**src/rtl/router_wrap_pkg.sv**
```systemverilog
// Channel and flow-control field layout shared by the buffered router wrapper.
// Helpers take a zero-extended word so a single definition serves every channel width.
package router_wrap_pkg;

    localparam int CH_VALID_BIT = 0;
    localparam int CH_VC_LSB    = 1;
    localparam int FC_VALID_BIT = 0;
    localparam int FC_VC_LSB    = 1;
    localparam int MAX_CHAN_W   = 256;
    localparam int MAX_VC_W     = 8;

    function automatic logic get_flit_valid(input logic [MAX_CHAN_W-1:0] word);
        return word[CH_VALID_BIT];
    endfunction

    function automatic logic [MAX_VC_W-1:0] get_flit_vc(input logic [MAX_CHAN_W-1:0] word,
                                                        input int vc_w);
        logic [MAX_VC_W-1:0] vc;
        vc = '0;
        for (int i = 0; i < MAX_VC_W; i++) begin
            if (i < vc_w) vc[i] = word[CH_VC_LSB + i];
        end
        return vc;
    endfunction

endpackage

```
**src/rtl/router_port_buf.sv**
```systemverilog
// One router port: input FIFO drained under a downstream credit count, with a
// sticky error for dropped flits and credits returned beyond the pool size.
module router_port_buf
    import router_wrap_pkg::*;
#(
    parameter int CHAN_W    = 38,
    parameter int VC_W      = 2,
    parameter int FC_W      = 3,
    parameter int BUF_DEPTH = 4,
    parameter int CREDITS   = 4
) (
    input  logic              clk,
    input  logic              reset,
    input  logic [CHAN_W-1:0] chan_in,
    input  logic [FC_W-1:0]   fc_in,
    output logic [CHAN_W-1:0] chan_out,
    output logic [FC_W-1:0]   fc_out,
    output logic              err
);

    localparam int PTR_W = $clog2(BUF_DEPTH);
    localparam int CNT_W = $clog2(BUF_DEPTH + 1);
    localparam int CR_W  = $clog2(CREDITS + 1);

    localparam logic [PTR_W-1:0] LAST_PTR = PTR_W'(BUF_DEPTH - 1);
    localparam logic [CNT_W-1:0] FULL_CNT = CNT_W'(BUF_DEPTH);
    localparam logic [CR_W-1:0]  MAX_CR   = CR_W'(CREDITS);

    logic [CHAN_W-1:0]   mem [BUF_DEPTH];
    logic [PTR_W-1:0]    wr_ptr;
    logic [PTR_W-1:0]    rd_ptr;
    logic [CNT_W-1:0]    count;
    logic [CR_W-1:0]     credits;
    logic [MAX_VC_W-1:0] head_vc;
    logic                in_valid;
    logic                cr_valid;
    logic                can_deq;
    logic                full;
    logic                do_enq;
    logic                drop;
    logic                cr_ovf;
    logic                unused_bits;

    assign in_valid = get_flit_valid(MAX_CHAN_W'(chan_in));
    assign head_vc  = get_flit_vc(MAX_CHAN_W'(mem[rd_ptr]), VC_W);
    assign cr_valid = fc_in[FC_VALID_BIT];

    // A full FIFO still accepts a flit when the head leaves in the same cycle.
    assign can_deq = (count != '0) && (credits != '0);
    assign full    = (count == FULL_CNT);
    assign do_enq  = in_valid && (!full || can_deq);
    assign drop    = in_valid && full && !can_deq;
    assign cr_ovf  = cr_valid && !can_deq && (credits == MAX_CR);

    // The credit VC id is ignored: one pool covers every VC on the port.
    assign unused_bits = ^{fc_in, head_vc};

    always_ff @(posedge clk) begin
        if (do_enq) mem[wr_ptr] <= chan_in;
    end

    always_ff @(posedge clk or posedge reset) begin
        if (reset) begin
            wr_ptr   <= '0;
            rd_ptr   <= '0;
            count    <= '0;
            credits  <= MAX_CR;
            chan_out <= '0;
            fc_out   <= '0;
            err      <= 1'b0;
        end else begin
            if (do_enq) wr_ptr <= (wr_ptr == LAST_PTR) ? '0 : wr_ptr + PTR_W'(1);

            if (can_deq) begin
                rd_ptr   <= (rd_ptr == LAST_PTR) ? '0 : rd_ptr + PTR_W'(1);
                chan_out <= mem[rd_ptr];
                fc_out   <= {head_vc[VC_W-1:0], 1'b1};
            end else begin
                chan_out <= '0;
                fc_out   <= '0;
            end

            if (do_enq && !can_deq) begin
                count <= count + CNT_W'(1);
            end else if (can_deq && !do_enq) begin
                count <= count - CNT_W'(1);
            end

            if (can_deq && !cr_valid) begin
                credits <= credits - CR_W'(1);
            end else if (cr_valid && !can_deq && credits != MAX_CR) begin
                credits <= credits + CR_W'(1);
            end

            if (drop || cr_ovf) err <= 1'b1;
        end
    end

endmodule

```
**src/rtl/router_wrap_buf.sv**
```systemverilog
// Buffered router wrapper: NUM_PORTS independent credit-controlled FIFOs,
// each port's input feeding only its own output.
module router_wrap_buf
    import router_wrap_pkg::*;
#(
    parameter int NUM_PORTS = 5,
    parameter int CHAN_W    = 38,
    parameter int VC_W      = 2,
    parameter int FC_W      = 1 + VC_W,
    parameter int BUF_DEPTH = 4,
    parameter int CREDITS   = 4,
    parameter int ADDR_W    = 4
) (
    input  logic                        clk,
    input  logic                        reset,
    input  logic [ADDR_W-1:0]           router_address,
    input  logic [NUM_PORTS*CHAN_W-1:0] channel_in_ip,
    output logic [NUM_PORTS*FC_W-1:0]   flow_ctrl_out_ip,
    output logic [NUM_PORTS*CHAN_W-1:0] channel_out_op,
    input  logic [NUM_PORTS*FC_W-1:0]   flow_ctrl_in_op,
    output logic                        error,
    output logic [NUM_PORTS-1:0]        err_port
);

    logic unused_addr;

    // Kept only so the pin list matches the pass-through wrapper it replaces.
    assign unused_addr = ^router_address;

    for (genvar p = 0; p < NUM_PORTS; p++) begin : g_port
        router_port_buf #(
            .CHAN_W   (CHAN_W),
            .VC_W     (VC_W),
            .FC_W     (FC_W),
            .BUF_DEPTH(BUF_DEPTH),
            .CREDITS  (CREDITS)
        ) u_buf (
            .clk     (clk),
            .reset   (reset),
            .chan_in (channel_in_ip[p*CHAN_W +: CHAN_W]),
            .fc_in   (flow_ctrl_in_op[p*FC_W +: FC_W]),
            .chan_out(channel_out_op[p*CHAN_W +: CHAN_W]),
            .fc_out  (flow_ctrl_out_ip[p*FC_W +: FC_W]),
            .err     (err_port[p])
        );
    end

    assign error = |err_port;

endmodule
```
**config.mk**
```make
export PLATFORM = sky130hd
export DESIGN_NAME = router_wrap_buf
export DESIGN_NICKNAME = d
export VERILOG_FILES = /design/src/rtl/router_wrap_pkg.sv /design/src/rtl/router_port_buf.sv /design/src/rtl/router_wrap_buf.sv
export SDC_FILE = /design/constraint.sdc
export NUM_CORES = 1
export LEC_CHECK = 0
export CAP_MARGIN = 30
export CORE_MARGIN = 1
export CORE_UTILIZATION = 30
export CTS_CLUSTER_SIZE = 8
export DETAILED_ROUTE_END_ITERATION = 10
export GPL_ROUTABILITY_DRIVEN = 0
export GPL_TIMING_DRIVEN = 0
export PLACE_DENSITY = 0.53
export SLEW_MARGIN = 20
export SYNTH_ARGS = -nofsm -noshare
export SYNTH_HDL_FRONTEND = slang
export SYNTH_SLANG_ARGS = --single-unit
```
**constraint.sdc**
```tcl
create_clock -name clk -period 20.5 [get_ports clk]
set_input_delay 5.125 -clock clk [delete_from_list [all_inputs] [get_ports clk]]
set_output_delay 5.125 -clock clk [all_outputs]
set_load 0.01 [all_outputs]
```
==> impl_results.md, run 1 <==
* Met2 Usage GRT at 22.49%
* PortBufs at about 410
* Commonest non-fill, non-tap cells in the layout: 760 x edfxtp_1, 407 x clkdlybuf4s50_1, 245 x dfrtp_1
* Final setup vio count at 0
* Post-synth EDFFs at 760
* Crit-path slowest cell: clkdlybuf4s50_1
* GRT Overall Usage at between 10% and 20%
* Htree depth at 4
* Inserted Clock Buffers at 145
* Status: finished, final reports clean
* CP Class: reg -> out
* Crit path largest cell delay at 540 ps
* Root Buffer: clkbuf_16
* Sink Count at slightly above 1000
* Max-slew violations at 0
* Syn Area/Cell at between 20 and 25 um^2
* Max Cap Violations at 0
* Largest net degree at the start of global routing at 83
* Tmin final at 7277 ps
* Critical path, cell by cell: nor3_1, nand2_1, clkdlybuf4s50_1
* Ys async rst share at approximately 25%
* Maximum vdd drop at 0.00008413 V
* Dpl hpwl at 51430 um
* Initial antenna violation count at 14
* CP endpoint kind: output port
* Die height at approximately 350 um
* FF-to-FF setup slack at 17190 ps
* P per Cell Area at 155.5 nW/um^2
* Post-synth top area cell: edfxtp_1
* # rows at 128
* Die width at 354.0 um
* Initial detailed-routing violation count at 921
* # DRC at 0
* Reg clk slew, reported paths at 50 ps
* Slew @ Worst Pin at roughly 800 ps
* Setup slack after layout at about 13000 ps
* Worst clock skew at 35.99 ps
* Critical Path Source: g_port[0].u_buf.err
* Total Routed Length at approximately 83000 um
* Clk Latency, worst-skew pair at 760 ps
* CTS max path bufs at 3
* Layout cells sized above 1 at between 10% and 20%
* I/O pins at 422
* FF+latch count, synth at 1010
* Final Hold Viols at 0
* Commonest non-fill, non-tap cell in the layout: edfxtp_1
* Area of the core at 122400 um^2
* Setup tns final at 0 ps
* Slew margin rel. at 46.55%
* Worst Path Required at 15380 ps
* Antenna-violating nets left at 0
* NumNets Final at 2587
* First-pass GRT wire length at 126000 um
* RSZ-0062 raised after global routing: false
* Setup crit end: error
* DR vias at 18060
* Final Cycle Share at 35.50%
* Syn. warnings at 0
* Syn_nets at just over 2000
* RR Startpoint: g_port[2].u_buf.count[1]
* CTS Hold Buffers Added at 0
* Pre-antenna DRT Iters at 6
* Fillers at 11050
* Seq. cell area at between 20000 and 30000 um^2
* Cells resized by post-CTS repair at 0
* Most Used Layer, Global Route: met2
* Highest clock rate at ~0.14 GHz
* Synth top area share at 61.40%
* Global route total overflow at 0
* Wirelength per Cell at 20.30 um
* Initial Utilization at 30.38%
* DIE AREA at between 100000 and 150000 um^2
* Post-CTS Setup Bufs at 0
* Cell variety after synth at 45
* RR Endpoint: g_port[2].u_buf.credits[1]
* Synth area leaders: edfxtp_1 61%, dfrtp_1 16%, mux4_2 12%, nor2b_1 3.2%, ha_1 1.0%
* Mapped Area at around 37000 um^2
* CTS tree: yes
* Met1 Use GR at 15.77%
* P&R area growth vs syn at 28.76%
* GR Util met3 at 4.670%
* Leak at 0.01666 uW
* Post-Place Setup Slack at 12910 ps
* Area of the multi-input gates at between 7000 and 8000 um^2
* Primary FF master, synth: edfxtp_1
* Worst Reg-to-Reg Cells at 7
* Cells after Synth at 1774
* Sequential area share after synthesis at 78.25%
* Max Fanout on Critical Path at 3
* Nature of the critical path startpoint: flip-flop
* CP arrival at 2150 ps
* Vias in the first global route at 20200
* Hold WC Path Type: reg -> reg
* Via/cell ratio at 4.430
## stage by stage
stage	cell area, um^2	total power (uW)	std cells	util (%)	hold slack (ps)
3_5_place_dp	43510	5298	3813	35.56	499.1
2_1_floorplan	37170	4308	1774	-	472.1
3_3_place_gp	43280	5235	3806	35.37	499.0
6_report	47860	7443	4077	39.12	513.3
4_1_cts	47850	7594	4075	39.11	508.3
5_1_grt	47860	7854	4077	39.12	527.1
## cells by family (layout without fill, tap and decap cells)
| logic type | Yosys count | in the layout | share of synthesized area [%] |
|---|---|---|---|
| flops | 1010 | 1010 | 78.25 |
| simple gates | 313 | 313 | 4.932 |
| mux | 206 | 206 | 12.00 |
| buf+inv | 127 | 804 | 1.548 |
| compound gates | 58 | 58 | 1.256 |
| fa+ha+maj | 40 | 40 | 1.548 |
| xor+xnor | 20 | 20 | 0.4713 |
| other cells | 0 | 1 | 0 |
## metal layers
metal / share of wire, % / wire length [um]
met1: 40 / 33260
met2: 51 / 41850
met3: 6.6 / 5421
met4: 2.5 / 2071
met5: 0.17 / 139
## worst min-delay path by stage
stage	cells after the start	endpoint	slack [ps]	startpoint
after CTS	1	g_port[4].u_buf.count[2]	510	g_port[4].u_buf.count[2]
after detailed placement	1	g_port[4].u_buf.count[2]	500	g_port[4].u_buf.count[2]
after floorplan	2	g_port[2].u_buf.err	470	g_port[2].u_buf.err
final	1	g_port[1].u_buf.count[2]	510	g_port[1].u_buf.count[2]
after global placement	1	g_port[0].u_buf.count[2]	500	g_port[0].u_buf.count[2]
after global routing	1	g_port[2].u_buf.count[2]	530	g_port[2].u_buf.count[2]
## area by class of cell
cell class / count / share of cell area, %
diodes: 1 / 0.005228
plain buffers: 88 / 0.8967
clock buffers: 246 / 8.418
clock inverters: 16 / 0.6483
inverters: 39 / 0.3216
multi-input cells: 637 / 15.83
flip-flops and latches: 1010 / 60.77
well taps: 1625 / 4.248
repair buffers: 415 / 8.868
## worst max-delay path: cells and delay by family (launching register included)
kind / cells / cell delay, ps
and+or+nand+nor: 2 / 310
DFF: 1 / 530
buffers and inverters: 1 / 540
## registers in the layout, indices dropped and copies added, names as in the netlist
signal                 cells
g_port.u_buf.chan_out    190
g_port.u_buf.count        15
g_port.u_buf.credits      15
g_port.u_buf.err           5
g_port.u_buf.fc_out        5
g_port.u_buf.mem         760
g_port.u_buf.rd_ptr       10
g_port.u_buf.wr_ptr       10
## where the power goes
| part | internal, uW | switching, uW | leakage [uW] |
|---|---|---|---|
| Sequential | 2800 | 188 | 0.0100 |
| Combinational | 1110 | 1100 | 0.00459 |
| Clock | 1360 | 884 | 0.00205 |
| Total | 5270 | 2170 | 0.0167 |
## cell usage after synthesis, types with 3 or more instances
cell	number
a2111o_1	5
a2111oi_2	3
a21o_1	8
a2bb2oi_1	4
a41oi_1	5
and2_1	14
and3_1	12
buf_1	3
buf_2	28
buf_4	15
clkbuf_1	41
dfrtp_1	245
dfstp_2	5
edfxtp_1	760
fa_1	10
ha_1	30
inv_1	39
mux2_2	16
mux4_2	190
nand2_1	7
nand2b_1	3
nand3b_1	3
nand4_1	3
nor2_1	44
nor2b_1	192
nor3_1	14
nor3b_1	3
o21ai_0	17
o311ai_0	3
or2_2	5
or3_1	5
xnor2_1	5
xor2_1	15
Note: power is estimated with default switching activity, not from simulation.
==> run 2, diff against run 1 <==
==> constraint.sdc (replaced) <==
create_clock -name clk -period 7.4 [get_ports clk]
set_input_delay 1.85 -clock clk [delete_from_list [all_inputs] [get_ports clk]]
set_output_delay 1.85 -clock clk [all_outputs]
set_load 0.01 [all_outputs]
==> run 2 against run 1 <==
Critical path depth down 1. Utilization about the same. Flip-flop and latch count unchanged. Design area about the same. First-iteration DRC count up 6.5%. Global-route usage about the same. Critical path type unchanged. Total power rose to 2.8 times the previous value.
==> impl_results.md, run 2 (synthesis results as in run 1) <==
* Initial antenna violation count at 12
* Initial detailed-routing violation count at 981
* Antenna-violating nets left at 0
* Post-CTS Setup Bufs at 0
* Reg clk slew, reported paths at 50 ps
* Clock share of power at roughly 30%
* Commonest non-fill, non-tap cells in the layout: 760 x edfxtp_1, 407 x clkdlybuf4s50_1, 245 x dfrtp_1
* Area of the core at 122400 um^2
* Total Routed Length at slightly above 80000 um
* Via/cell ratio at approximately 4.4
* Internal power at about 15000 uW
* Root Buffer: clkbuf_16
* First-pass GRT wire length at 125300 um
* Max Cap Violations at 0
* Sequential power share at 40.3%
* I/O pins at 422
* M1 wire length at 33200 um
* Initial Utilization at 30.38%
* Worst clock skew at approximately 27 ps
* Sink Count at approximately 1000
* Top flop regs: g_port.u_buf.mem x760, g_port.u_buf.chan_out x190
* Highest clock rate at ~0.25 GHz
* Max-slew violations at 0
* Die width at 354.0 um
* Final Cycle Share at 54.35%
* Clk Latency, worst-skew pair at 750 ps
* Layout cells sized above 1 at 18.85%
* Slew @ Worst Pin at between 800 and 900 ps
* Top reg by flops: g_port.u_buf.mem
* Pre-antenna DRT Iters at 5
* Slew margin rel. at 44.97%
* Final setup vio count at 0
* Dpl hpwl at 52420 um
* Inserted Clock Buffers at 145
* Tmin final at 4022 ps
* DIE AREA at 125300 um^2
* Layout Cells excl Fill at 4086
* Final Hold Viols at 0
* Met3 wire len at 5036 um
* Largest net degree at the start of global routing at 39
* Top layer reached by signal wires: met5
* Die height at 354.0 um
* Htree depth at 4
* Met2 routed WL at ~42000 um
* Post-Place Setup Slack at 3057 ps
* Maximum vdd drop at 0.0002208 V
* CTS Hold Buffers Added at 0
* CTS max path bufs at 3
* # DRC at 0
* Hold WC Path Type: reg -> reg
* Setup slack after layout at 3378 ps
* Fillers at 11100
* CP endpoint kind: output port
* # rows at 128
* PortBufs at 407
* CP arrival at 2170 ps
* Commonest non-fill, non-tap cell in the layout: edfxtp_1
* Cells resized by post-CTS repair at 0
* Switch Pwr at 5957 uW
* CP Class: reg -> out
* Max Fanout on Critical Path at 3
* Nature of the critical path startpoint: flip-flop
* Wirelength per Cell at 20.20 um
* CTS tree: yes
* GRT Overall Usage at 13.41%
* Status: finished, final reports clean
* RSZ-0062 raised after global routing: false
* Leak at 0.01666 uW
* P&R area growth vs syn at 28.79%
* Part of the power in combinational logic at 29.9%
* Vias in the first global route at 20170
* Cells after DPL at 3819
* Largest register FFs at between 700 and 800
* Global route total overflow at 0
* ANT cells at 0
* P per Cell Area at 428.9 nW/um^2
* NumNets Final at 2593
* DR vias at 18170
* Worst Path Required at 5550 ps
* Switching portion of total power at 29.02%
## run 2: changes by cell type in the layout (fill, tap and decap cells not counted), moves of 2 or more
| cell | previous run | this run |
|---|---|---|
| buf_12 | 4 | 13 |
| clkbuf_1 | 141 | 145 |
| inv_6 | 4 | 8 |
| buf_16 | 3 | 0 |
| clkbuf_8 | 0 | 2 |
| clkinv_16 | 3 | 1 |
| clkinv_8 | 4 | 2 |
| inv_16 | 3 | 1 |
## run 2: power groups by stage
stage | Sequential [uW] | Clock, uW | Combinational (uW)
5_1_grt | 8400 | 6540 | 6740
4_1_cts | 8300 | 6310 | 6340
3_3_place_gp | 8390 | 0 | 6130
2_1_floorplan | 8480 | 0 | 3460
3_5_place_dp | 8390 | 0 | 6310
6_report | 8270 | 6130 | 6140
## run 2: layout make-up
class	count	area, um^2	share of cell area (%)
repair buffers	421	4342	9.070
plain buffers	88	429.2	0.8965
clock buffers	252	4071	8.505
multi-input cells	637	7575	15.82
clock inverters	14	186.4	0.3894
well taps	1625	2033	4.247
inverters	39	150.1	0.3136
flip-flops and latches	1010	29080	60.76
## run 2: critical path, cell delays in order (launching register included)
cell             delay [ps]
dfrtp_1                 640
buf_4                   190
clkdlybuf4s50_1         610
## run 2: path summary, 6_finish.rpt
path	from	cells after the start	end	slack, ps
setup / recovery	g_port[3].u_buf.err	2	err_port[3]	3380
hold / removal	g_port[2].u_buf.count[2]	1	g_port[2].u_buf.count[2]	510
setup reg to reg	g_port[2].u_buf.count[0]	7	g_port[2].u_buf.credits[1]	4240
hold reg to reg	g_port[2].u_buf.count[2]	1	g_port[2].u_buf.count[2]	510
max in group asynchronous	reset	7	g_port[3].u_buf.credits[2]	4390
min in group asynchronous	reset	2	g_port[1].u_buf.chan_out[7]	1480
## run 2: metrics by stage
step	total power (uW)	util [%]	cell area (um^2)	TNS [ps]	hold WS (ps)
after CTS	20950	39.12	47860	0	512.1
after global placement	14520	35.37	43280	-150410	493.4
final	20530	39.12	47870	0	513.7
after floorplan	11940	-	37170	0	472.1
after detailed placement	14700	35.64	43610	0	501.6
after global routing	21680	39.12	47870	0	534.3
## run 2: per-layer routing
layer / track usage (%) / up-vias
met2: 22.83 / 424
li1: - / 8054
met3: 4.392 / 145
met5: 0 / -
met4: 4.483 / 16
met1: 15.92 / 9533
==> run 3, diff against run 2 <==
--- a/config.mk
+++ b/config.mk
@@ -12,7 +12,7 @@
 export DETAILED_ROUTE_END_ITERATION = 10
 export GPL_ROUTABILITY_DRIVEN = 0
 export GPL_TIMING_DRIVEN = 0
-export PLACE_DENSITY = 0.53
+export PLACE_DENSITY = 0.55
 export SLEW_MARGIN = 20
 export SYNTH_ARGS = -nofsm -noshare
 export SYNTH_HDL_FRONTEND = slang
==> constraint.sdc (replaced) <==
create_clock -name clk -period 3.65 [get_ports clk]
set_input_delay 0.9125 -clock clk [delete_from_list [all_inputs] [get_ports clk]]
set_output_delay 0.9125 -clock clk [all_outputs]
set_load 0.01 [all_outputs]
==> run 3 against run 2 <==
Wire length decreased by 0.17%. Design area increased by 0.48%. Clock skew about the same. Clock power increased by 110%. Global-route usage about the same. First-iteration DRC count increased by 5.0%. Register-to-register slack got worse by 3800 ps. Flip-flop and latch count unchanged. Cell count increased by 0.15%. Critical path type is now reg -> reg. Critical endpoint is now g_port[1].u_buf.count[2]. Largest cell class unchanged.
==> impl_results.md, run 3 (synthesis results as in run 1) <==
* Status: finished, final reports clean
* Total Routed Length at 82410 um
* RSZ-0062 raised after global routing: false
* Largest register FFs at 760
* Cells after DPL at 3827
* Nature of the critical path startpoint: flip-flop
* Tmin final at 3208 ps
* Die width at 354.0 um
* Part of the power in combinational logic at 29.8%
* Max Fanout on Critical Path at 10
* Clk Latency, worst-skew pair at ~760 ps
* FF-to-FF setup slack at ~440 ps
* Worst Path Required at between 4000 and 5000 ps
* Sink Count at 1010
* CP arrival at between 3000 and 4000 ps
* Sequential power share at between 40% and 50%
* First-pass GRT wire length at 125500 um
* Wirelength per Cell at 20.14 um
* Reg clk slew, reported paths at 50 ps
* Root Buffer: clkbuf_16
* Most numerous cell on the critical path: xor2_1
* RR Endpoint: g_port[1].u_buf.count[2]
* Final Cycle Share at 87.88%
* Die height at 354.0 um
* Inserted Clock Buffers at roughly 150
* Final instance area at a little under 50000 um^2
* Clock share of power at between 30% and 40%
* Setup tns final at 0 ps
* # rows at around 130
* I/O pins at around 420
* Vias in the first global route at 20250
* Initial Utilization at 30.38%
* Initial detailed-routing violation count at ~1000
* CP Class: reg -> reg
* CTS max path bufs at 3
* Internal power at 29640 uW
* Dpl hpwl at 52660 um
* Max Cap Violations at 0
* Switch Pwr at about 12000 uW
* Final Hold Viols at 0
* Antenna-violating nets left at 0
* Layout cells sized above 1 at 19.12%
* DR vias at 18110
* Top reg by flops: g_port.u_buf.mem
* GRT Overall Usage at 13.37%
* Maximum vdd drop at 0.0005123 V
* P&R area growth vs syn at 29.41%
* PortBufs at 407
* Total design power at 41850 uW
* CP endpoint kind: flip-flop
* Leak at 0.01677 uW
* Cells resized by post-CTS repair at 0
* Final setup vio count at 0
* RR Startpoint: g_port[1].u_buf.count[0]
* Highest clock rate at ~0.31 GHz
* Max-slew violations at 0
* Slew margin rel. at between 40% and 50%
* # DRC at 0
* CTS tree: yes
* Crit path largest cell delay at between 600 and 700 ps
* Via/cell ratio at 4.425
* Initial antenna violation count at 12
* Hold WC Path Type: in -> async
* Area of the core at 122400 um^2
* Htree depth at 4
* NumNets Final at 2600
* Worst Reg-to-Reg Cells at 9
* Crit-path slowest cell: clkbuf_1
* Largest net degree at the start of global routing at 39
* Switching portion of total power at between 20 and 30%
* Commonest non-fill, non-tap cell in the layout: edfxtp_1
* Global route total overflow at 0
* Pre-antenna DRT Iters at 4
* CTS Hold Buffers Added at 0
* Slew @ Worst Pin at 849.7 ps
* P per Cell Area at about 870 nW/um^2
* Critical path, cell by cell: nor3_1, a21o_1, clkbuf_1, ha_1, inv_1, fa_1, xor2_1, nor2_1, xor2_1
* Commonest non-fill, non-tap cells in the layout: 760 x edfxtp_1, 407 x clkdlybuf4s50_1, 245 x dfrtp_1
* DIE AREA at 125300 um^2
* Post-Route Utilization at 39.31%
* Top flop regs: g_port.u_buf.mem x760, g_port.u_buf.chan_out x190
* Layout Cells excl Fill at 4092
* Placed Area at between 40000 and 50000 um^2
* Worst clock skew at 26.88 ps
* Post-CTS Setup Bufs at 0
-- run 3: cell type report --
| type | count | area, um^2 |
|---|---|---|
| clock inverters | 15 | 291.5 |
| diodes | 3 | 7.507 |
| inverters | 39 | 150.1 |
| plain buffers | 88 | 429.2 |
| repair buffers | 428 | 4502 |
| flip-flops and latches | 1010 | 29080 |
| clock buffers | 247 | 4054 |
| multi-input cells | 637 | 7548 |
| fillers | 11010 | 74260 |
| well taps | 1625 | 2033 |
-- run 3: worst max-delay path: cells and delay by family (launching register included) --
kind	cells	cell delay (ps)
flip-flops	1	440
adder cells (fa/ha/maj)	2	690
buffers and inverters	2	710
AND/OR/NAND/NOR	2	520
AO/OA/AOI/OAI	1	430
XOR/XNOR	2	330
-- run 3: worst max path at each step --
stage / slack (ps) / depth (start not counted) / to / startpoint
2_1_floorplan: -550 / 1 / g_port[0].u_buf.chan_out[0] / reset
3_3_place_gp: -3490 / 2 / g_port[0].u_buf.chan_out[13] / reset
3_5_place_dp: 250 / 9 / g_port[0].u_buf.count[2] / channel_in_ip[0]
4_1_cts: 290 / 9 / g_port[1].u_buf.count[2] / g_port[1].u_buf.count[0]
5_1_grt: 150 / 9 / g_port[1].u_buf.count[2] / g_port[1].u_buf.count[0]
6_report: 440 / 9 / g_port[1].u_buf.count[2] / g_port[1].u_buf.count[0]
-- run 3: per-layer routing --
layer  routed length (um)  track usage (%)  vias to the layer above
met1                33650            16.09                     9460
met5                   80                0                        -
met2                41470            22.19                      442
met4                 2351            5.560                       12
met3                 4862            4.149                      149
li1                     -                -                     8045
-- run 3: through the flow --
| step | hold slack [ps] | setup WS, ps |
|---|---|---|
| floorplan | 472.1 | -546.1 |
| global placement | 495.1 | -3489 |
| detailed placement | 501.3 | 246.7 |
| CTS | 363.1 | 293.8 |
| global route | 421.0 | 150.3 |
| finish | 449.5 | 442.5 |
-- run 3: power by group through the flow --
stage / combinational (uW) / sequential, uW / clock (uW)
after global routing: 13700 / 17000 / 13400
after global placement: 12400 / 17000 / 0
after detailed placement: 12800 / 17000 / 0
after floorplan: 7020 / 17200 / 0
after CTS: 12900 / 16800 / 13000
final: 12500 / 16800 / 12600
